File: config.mk
export PLATFORM = sky130hd
export DESIGN_NAME = ir_queue
export DESIGN_NICKNAME = d
export VERILOG_FILES = /design/src/rtl/ir_queue.sv
export SDC_FILE = /design/constraint.sdc
export NUM_CORES = 1
export LEC_CHECK = 0
export ABC_AREA = 1
export BUFFER_PORTS_ARGS = -buffer_cell sky130_fd_sc_hd__buf_2
export CAP_MARGIN = 20
export CORE_AREA = 2 2 106 108
export CTS_BUF_LIST = sky130_fd_sc_hd__clkbuf_4
export CTS_CLUSTER_DIAMETER = 30
export DETAILED_ROUTE_END_ITERATION = 6
export DIE_AREA = 0 0 108 110
export GPL_ROUTABILITY_DRIVEN = 0
export GPL_TIMING_DRIVEN = 1
export PLACE_DENSITY = 0.77
export SETUP_SLACK_MARGIN = 0.3
export SYNTH_ARGS = -nofsm -noshare
export SYNTH_HDL_FRONTEND = slang
export SYNTH_SLANG_ARGS = --single-unit
export TNS_END_PERCENT = 1
File: constraint.sdc
create_clock -name clk -period 2.3 [get_ports clk]
set_input_delay 0.115 -clock clk [delete_from_list [all_inputs] [get_ports clk]]
set_output_delay 0.115 -clock clk [all_outputs]
set_load 0.01 [all_outputs]
File: src/rtl/ir_queue.sv
// Instruction queue between fetch and decode: DEPTH-entry circular buffer of
// {word, pc}; head entry and its LC-3b register fields are presented to decode.
module ir_queue #(
   parameter int WIDTH    = 16,
   parameter int PC_WIDTH = 16,
   parameter int DEPTH    = 4,
   parameter int CW       = $clog2(DEPTH + 1)
) (
   input  logic                clk,
   input  logic                reset,
   input  logic                flush,
   input  logic                in_valid,
   input  logic [WIDTH-1:0]    in,
   input  logic [PC_WIDTH-1:0] in_pc,
   output logic                in_ready,
   output logic                out_valid,
   input  logic                out_ready,
   output logic [WIDTH-1:0]    instruction,
   output logic [PC_WIDTH-1:0] pc,
   output logic [2:0]          dest,
   output logic [2:0]          src1,
   output logic [2:0]          src2,
   output logic [CW-1:0]       count
);

   localparam int AW = $clog2(DEPTH);

   logic [WIDTH-1:0]    word_mem_q [DEPTH];
   logic [PC_WIDTH-1:0] pc_mem_q   [DEPTH];

   logic [AW-1:0] wr_ptr_q, wr_ptr_d;
   logic [AW-1:0] rd_ptr_q, rd_ptr_d;
   logic [CW-1:0] count_q,  count_d;

   logic push, pop;

   // Handshakes depend only on the registered occupancy.
   assign in_ready  = (count_q != CW'(DEPTH));
   assign out_valid = (count_q != '0);
   assign push      = in_valid && in_ready;
   assign pop       = out_valid && out_ready;

   always_comb begin
      wr_ptr_d = wr_ptr_q;
      rd_ptr_d = rd_ptr_q;
      count_d  = count_q;
      if (push) wr_ptr_d = wr_ptr_q + AW'(1);
      if (pop)  rd_ptr_d = rd_ptr_q + AW'(1);
      case ({push, pop})
         2'b10:   count_d = count_q + CW'(1);
         2'b01:   count_d = count_q - CW'(1);
         default: count_d = count_q;
      endcase
   end

   always_ff @(posedge clk) begin
      if (reset || flush) begin
         wr_ptr_q <= '0;
         rd_ptr_q <= '0;
         count_q  <= '0;
      end else begin
         wr_ptr_q <= wr_ptr_d;
         rd_ptr_q <= rd_ptr_d;
         count_q  <= count_d;
      end
   end

   // Entry storage carries no reset; slots are only read while counted valid.
   always_ff @(posedge clk) begin
      if (push && !reset && !flush) begin
         word_mem_q[wr_ptr_q] <= in;
         pc_mem_q[wr_ptr_q]   <= in_pc;
      end
   end

   assign instruction = out_valid ? word_mem_q[rd_ptr_q] : '0;
   assign pc          = out_valid ? pc_mem_q[rd_ptr_q]   : '0;
   assign dest        = instruction[11:9];
   assign src1        = instruction[8:6];
   assign src2        = instruction[2:0];
   assign count       = count_q;

endmodule

==> flow_metrics.py, run 1 <==
metrics = {
    "final_layout": {
        "final-instance-count-excl-fill": 741,
        "fin_util_pct": 64.66,
        "num-fill-cells": 810,
        "area_growth_pct": 24.87,
        "drive_gt1_share_pct": 24.46,
        "stdcell_area_mm2": 0.006917,
        "multi_input_area_mm2": 0.001256,
        "fin_nets": 631,
        "seqCellArea_mm2": 0.004028,
        "n_antenna_cell": 0,
    },
    "timing": {
        "finalSetupViolCount": 0,
        "max-slew-margin-rel_pct": 75.26,
        "fin_skew_ns": 0.01529,
        "finalMaxSlewViolations": 0,
        "fmax_ghz": 0.4948,
        "worst_pin_slew_ns": 0.3710,
        "fin_crit_sh_pct": 87.88,
        "fin_setup_tns_ns": 0,
        "final_hold_viol_count": 0,
        "setup_slack_ns": 0.2789,
        "hold_ws_ns": 0.3170,
        "rsz0062_at_grt": "true",
        "min_period_ns": 2.021,
    },
    "synth": {
        "synthMostInstantiatedCell": "nor2_1",
        "synth_area_mm2": 0.005539,
        "avgSynthCellArea_um2": 12.04,
        "async_flop_share_pct": 0,
        "yosysTopAreaCellShare_pct": 69.39,
        "synth_common_cells": "nor2_1, edfxtp_1, o21ai_1, a21oi_1, o21ai_0",
        "seq_area_frac_synth_pct": 72.65,
        "synthFlopType": "edfxtp_1",
        "synth_edf_count": 128,
        "ys_seq_elements": 137,
        "synth_area_leader_cell": "edfxtp_1",
        "synth_warnings": 0,
        "yosysUniqueCellTypes": 18,
        "synth.area.top_cells": "edfxtp_1, nor2_1, o21ai_1",
        "netlist_instances": 460,
        "synth_nets": 503,
    },
    "power": {
        "p_per_area_mw_per_mm2": 681.4,
        "power_mw": 4.713,
        "peakVddDrop_mv": 0.3542,
        "leakage_nw": 2.631,
    },
    "setup_path": {
        "crit_path_end_kind": "output port",
        "worstPathRequired_ns": 2.18,
        "crit_arrival_ns": 1.91,
        "crit_path_start_kind": "flip-flop",
        "rr_worst_depth": 5,
        "crit_fanout": 28,
        "rrSetupSlack_ns": 0.35,
        "crit_type": "flip-flop to output port",
    },
    "route": {
        "drt_first_pass_iters": 4,
        "wire_per_inst_um": 15.87,
        "wirelength_um": 11760,
        "avgViaCountPerCell": 5.117,
        "detail-route-antenna-nets": 0,
        "vias": 3792,
        "drt_iter0_markers": 276,
        "drc": 0,
    },
    "floorplan": {
        "die_h_um": 110,
        "num_rows": 38,
        "die-width_um": 108,
        "start_util_pct": 51.78,
        "top_level_ports": 83,
        "die_area_mm2": 0.01188,
        "coreArea_mm2": 0.01070,
    },
    "flow_run": {
        "drv_cap": 0,
    },
    "placed_design": {
        "io_buffers": 82,
        "dpl_worst_slack_ns": 0.3653,
        "hpwlAfterDp_um": 6864,
        "dp.cells": 661,
        "place_area_mm2": 0.006097,
    },
    "clocking": {
        "cts_max_level": 4,
        "cts_buffers": 17,
        "clkLatencyLatePin_ns": 0.53,
        "root_buffer": "clkbuf_4",
        "clockBufferDepth": 2,
        "cts_tree": "built",
        "path_clk_slew_ns": 0.12,
        "clkSinkCount": 137,
    },
    "hold_path": {
        "hold_depth": 2,
        "hold_path_class": "input port to flip-flop",
    },
    "grt": {
        "grt_overflow": 0,
        "antenna_found_initial": 0,
        "grtUsageTotal_pct": 20.64,
        "grt_pass1_vias": 3694,
        "grt_start_max_net_pins": 33,
        "grt_pass1_wl_um": 18210,
    },
    "outcome": {
        "status": "finished, final reports clean",
    },
}
==> cell usage in the layout (no fill, tap or decap), drive strengths merged <==
master       count
nand3            4
dfxtp            9
nand2           15
bufbuf           1
clkinvlp         6
ha               5
buf            103
inv             20
clkinv           6
a21oi           35
fa               1
dlygate4sd3     37
clkbuf          18
bufinv           2
nor2           143
edfxtp         128
nand3b           1
o21ai           66
a21boi           1
==> sequential cells by signal, summed over array words and instances, names as in the netlist, named ones only <==
name and count:
pc_mem_q 64, word_mem_q 64, count 3, rd_ptr_q 2, wr_ptr_q 2
==> layout make-up <==
type,count,share of cell area (%)
Clock buffer,18,1.954
Clock inverter,14,2.153
Inverter,20,1.266
Multi-Input combinational cell,271,18.16
Sequential cell,137,58.23
Tap cell,140,2.533
Timing Repair Buffer,141,15.70
==> path summary, 6_finish.rpt <==
kind               startpoint           endpoint
setup / recovery    flip-flop              pc[7]
hold / removal       in_pc[8]     pc_mem_q[1][8]
setup reg to reg     count[1]  word_mem_q[3][15]
hold reg to reg   wr_ptr_q[1]        wr_ptr_q[1]
==> layer usage <==
| layer | routed length (µm) | up-vias | GRT usage, % |
|---|---|---|---|
| li1 | - | 1854 | - |
| met1 | 5003 | 1801 | 26.22 |
| met2 | 5920 | 125 | 34.32 |
| met3 | 716 | 12 | 5.761 |
| met4 | 119 | 0 | 7.418 |
| met5 | 0 | - | 0 |
==> critical path, cell delays in order (launching register included) <==
cell	delay, ns
dfxtp_4	0.41
inv_6	0.19
bufbuf_16	0.34
o21ai_0	0.12
a21oi_1	0.16
buf_2	0.15
==> power by group <==
part	leakage (nW)	internal, mW	switching, mW	total, mW
Clock	0.145	0.660	0.865	1.52
Sequential	1.23	2.75	0.0133	2.77
Combinational	1.26	0.178	0.245	0.423
==> what timing repair did <==
item,in CTS,in global routing
resized for setup,10,2
endpoints found under the hold margin,137,0
pin swaps,0,2
endpoints found under the setup margin,41,115
setup buffers,2,7
cloned,2,0
hold buffers,37,0
==> kinds of logic after synthesis <==
| group | count (synthesis) | synth area share [%] |
|---|---|---|
| compound gates | 102 | 9.261 |
| fa+ha+maj | 6 | 1.491 |
| buf+inv | 52 | 5.399 |
| flops | 137 | 72.65 |
| simple gates | 163 | 11.20 |
No activity file was read; power rests on OpenSTA's default activity.
==> run 2: changes to the inputs <==
- SETUP_SLACK_MARGIN: 0.3 -> 0.02
==> run 2 against run 1 <==
Core utilization is 0.78 points lower. Clock-buffer cell count unchanged. Sequential cell count unchanged. Fmax shrank 5.2%. Register-to-register slack improved by 0.08 ns. Design area decreased by 1.2%. Sequential power is essentially flat. Combinational power is 7.1% lower. Non-clock buffer count down 13. First-iteration DRC count rose by 1.1%. Via count is 1.4% higher. Clock power rose by 24%.
==> flow_metrics.py, run 2 (synthesized netlist as in run 1, its figures left out) <==
metrics = {
    "timing": {
        "max-slew-margin-rel_pct": 73.08,
        "hold_ws_ns": 0.3369,
        "fin_crit_sh_pct": 92.70,
        "fmax_ghz": 0.4690,
        "fin_setup_tns_ns": 0,
        "worst_pin_slew_ns": 0.4039,
        "finalMaxSlewViolations": 0,
        "setup_slack_ns": 0.1678,
        "min_period_ns": 2.132,
        "rsz0062_at_grt": "false",
        "finalSetupViolCount": 0,
        "final_hold_viol_count": 0,
        "fin_skew_ns": 0.01678,
    },
    "floorplan": {
        "coreArea_mm2": 0.01070,
        "start_util_pct": 51.78,
        "top_level_ports": 83,
        "die_h_um": 110,
        "die_area_mm2": 0.01188,
        "num_rows": 38,
        "die-width_um": 108,
    },
    "grt": {
        "grt_overflow": 0,
        "grt_pass1_vias": 3628,
        "antenna_found_initial": 0,
        "grt_start_max_net_pins": 43,
        "grtUsageTotal_pct": 19.11,
        "grt_pass1_wl_um": 16910,
    },
    "clocking": {
        "clockBufferDepth": 2,
        "path_clk_slew_ns": 0.11,
        "cts_buffers": 17,
        "cts_max_level": 4,
        "clkSinkCount": 137,
        "clkLatencyLatePin_ns": 0.52,
        "root_buffer": "clkbuf_4",
        "cts_setup_buffers": 0,
        "cts_tree": "built",
    },
    "setup_path": {
        "rrSetupSlack_ns": 0.43,
        "endpoint": "dest[1]",
        "crit_arrival_ns": 2.02,
        "rr_worst_depth": 13,
        "critPathTopFamily": "flip-flops",
        "cp_slowest_stage_delay_ns": 0.54,
        "crit_path_end_kind": "output port",
        "crit_path_start_kind": "flip-flop",
        "r2r_end": "count[2]",
        "cp.depth": 6,
        "cp_cell_sequence": "buf_12, nor2_1, nor2_1, o21ai_1, a21oi_1, buf_2",
        "crit_buf_inv": 2,
        "worstPathRequired_ns": 2.18,
        "cpMaxStageDelayCell": "dfxtp_4",
        "crit_type": "flip-flop to output port",
        "r2r-start": "count[1]",
        "crit_top_cell": "nor2_1",
        "crit_fanout": 42,
    },
    "final_layout": {
        "fin_util_pct": 63.87,
        "n_antenna_cell": 0,
        "fin_nets": 618,
        "final-instance-count-excl-fill": 728,
        "mostFrequentLayoutCells": "nor2_1, edfxtp_1, buf_2, o21ai_1, dlygate4sd3_1",
        "stdcell_area_mm2": 0.006833,
        "area_growth_pct": 23.36,
        "num-fill-cells": 785,
        "final_common_cell": "nor2_1",
        "drive_gt1_share_pct": 21.43,
    },
    "outcome": {
        "status": "finished, final reports clean",
    },
    "route": {
        "wirelength_um": 11120,
        "drt_iter0_markers": 279,
        "detail-route-antenna-nets": 0,
        "drc": 0,
        "avgViaCountPerCell": 5.282,
        "drt_first_pass_iters": 6,
        "wire_per_inst_um": 15.28,
        "vias": 3845,
    },
    "power": {
        "power_mw": 5.051,
        "p_per_area_mw_per_mm2": 739.2,
        "leakage_nw": 2.584,
        "peakVddDrop_mv": 0.3735,
    },
    "hold_path": {
        "hold_path_class": "input port to flip-flop",
    },
    "placed_design": {
        "place_area_mm2": 0.006067,
        "dp.cells": 658,
        "dpl_worst_slack_ns": 0.4707,
        "hpwlAfterDp_um": 6392,
        "io_buffers": 82,
    },
    "flow_run": {
        "drv_cap": 0,
    },
}
==> run 2: changes by cell type in the layout (fill, tap and decap cells not counted), moves of 3 or more <==
cell / delta
buf_4: -11
clkinvlp_4: -6
bufinv_16: +4
clkinv_1: +3
inv_6: -3
==> run 2: report_power, final <==
group          switching, mW  internal (mW)  total, mW  leakage [nW]
logic                  0.231          0.162      0.393          1.16
registers             0.0156           2.75       2.77          1.23
clock network          0.807           1.08       1.89         0.192
total                   1.05           4.00       5.05          2.58
==> run 2: worst min-delay path by stage <==
stage	from	endpoint	slack (ns)	depth (start not counted)
2_1_floorplan	in_pc[0]	pc_mem_q[0][0]	0.21	0
3_3_place_gp	in_pc[2]	pc_mem_q[0][2]	0.33	1
3_5_place_dp	in_pc[0]	pc_mem_q[1][0]	0.33	1
4_1_cts	in_pc[11]	pc_mem_q[2][11]	0.30	2
5_1_grt	in_pc[11]	pc_mem_q[3][11]	0.31	2
6_report	in_pc[9]	pc_mem_q[2][9]	0.34	2
==> run 2: layout make-up <==
type	instances	area (µm²)	area share [%]
Sequential cell	137	4028	58.95
Inverter	20	77.57	1.135
Tap cell	140	175.2	2.564
Multi-Input combinational cell	271	1246	18.24
Clock buffer	18	135.1	1.978
Clock inverter	14	227.7	3.333
Timing Repair Buffer	128	943.4	13.81
==> run 2: metal layers <==
metal	share of wire [%]	global-route usage, %	vias up	wire (µm)
met5	0	0	-	0
met4	1.4	6.685	0	157
met3	8.2	6.055	17	912
met2	51	33.47	176	5659
met1	40	22.36	1828	4393
li1	-	-	1824	-
==> run 2: worst reg2reg max path, cell delays in order (launching register included) <==
cell     delay, ns
dfxtp_1       0.39
nor2_1        0.09
nand2_1       0.13
nand2_1       0.09
inv_1         0.09
ha_1          0.17
inv_1         0.07
fa_1          0.39
inv_1         0.08
nand2_1       0.05
nand3_1       0.08
nand2_1       0.06
nand2_1       0.05
nor2_1        0.04
==> run 2: what timing repair did <==
item,in CTS,in global routing
hold buffers,37,0
resized for setup,1,2
setup endpoints to repair,38,27
hold endpoints to repair,137,0
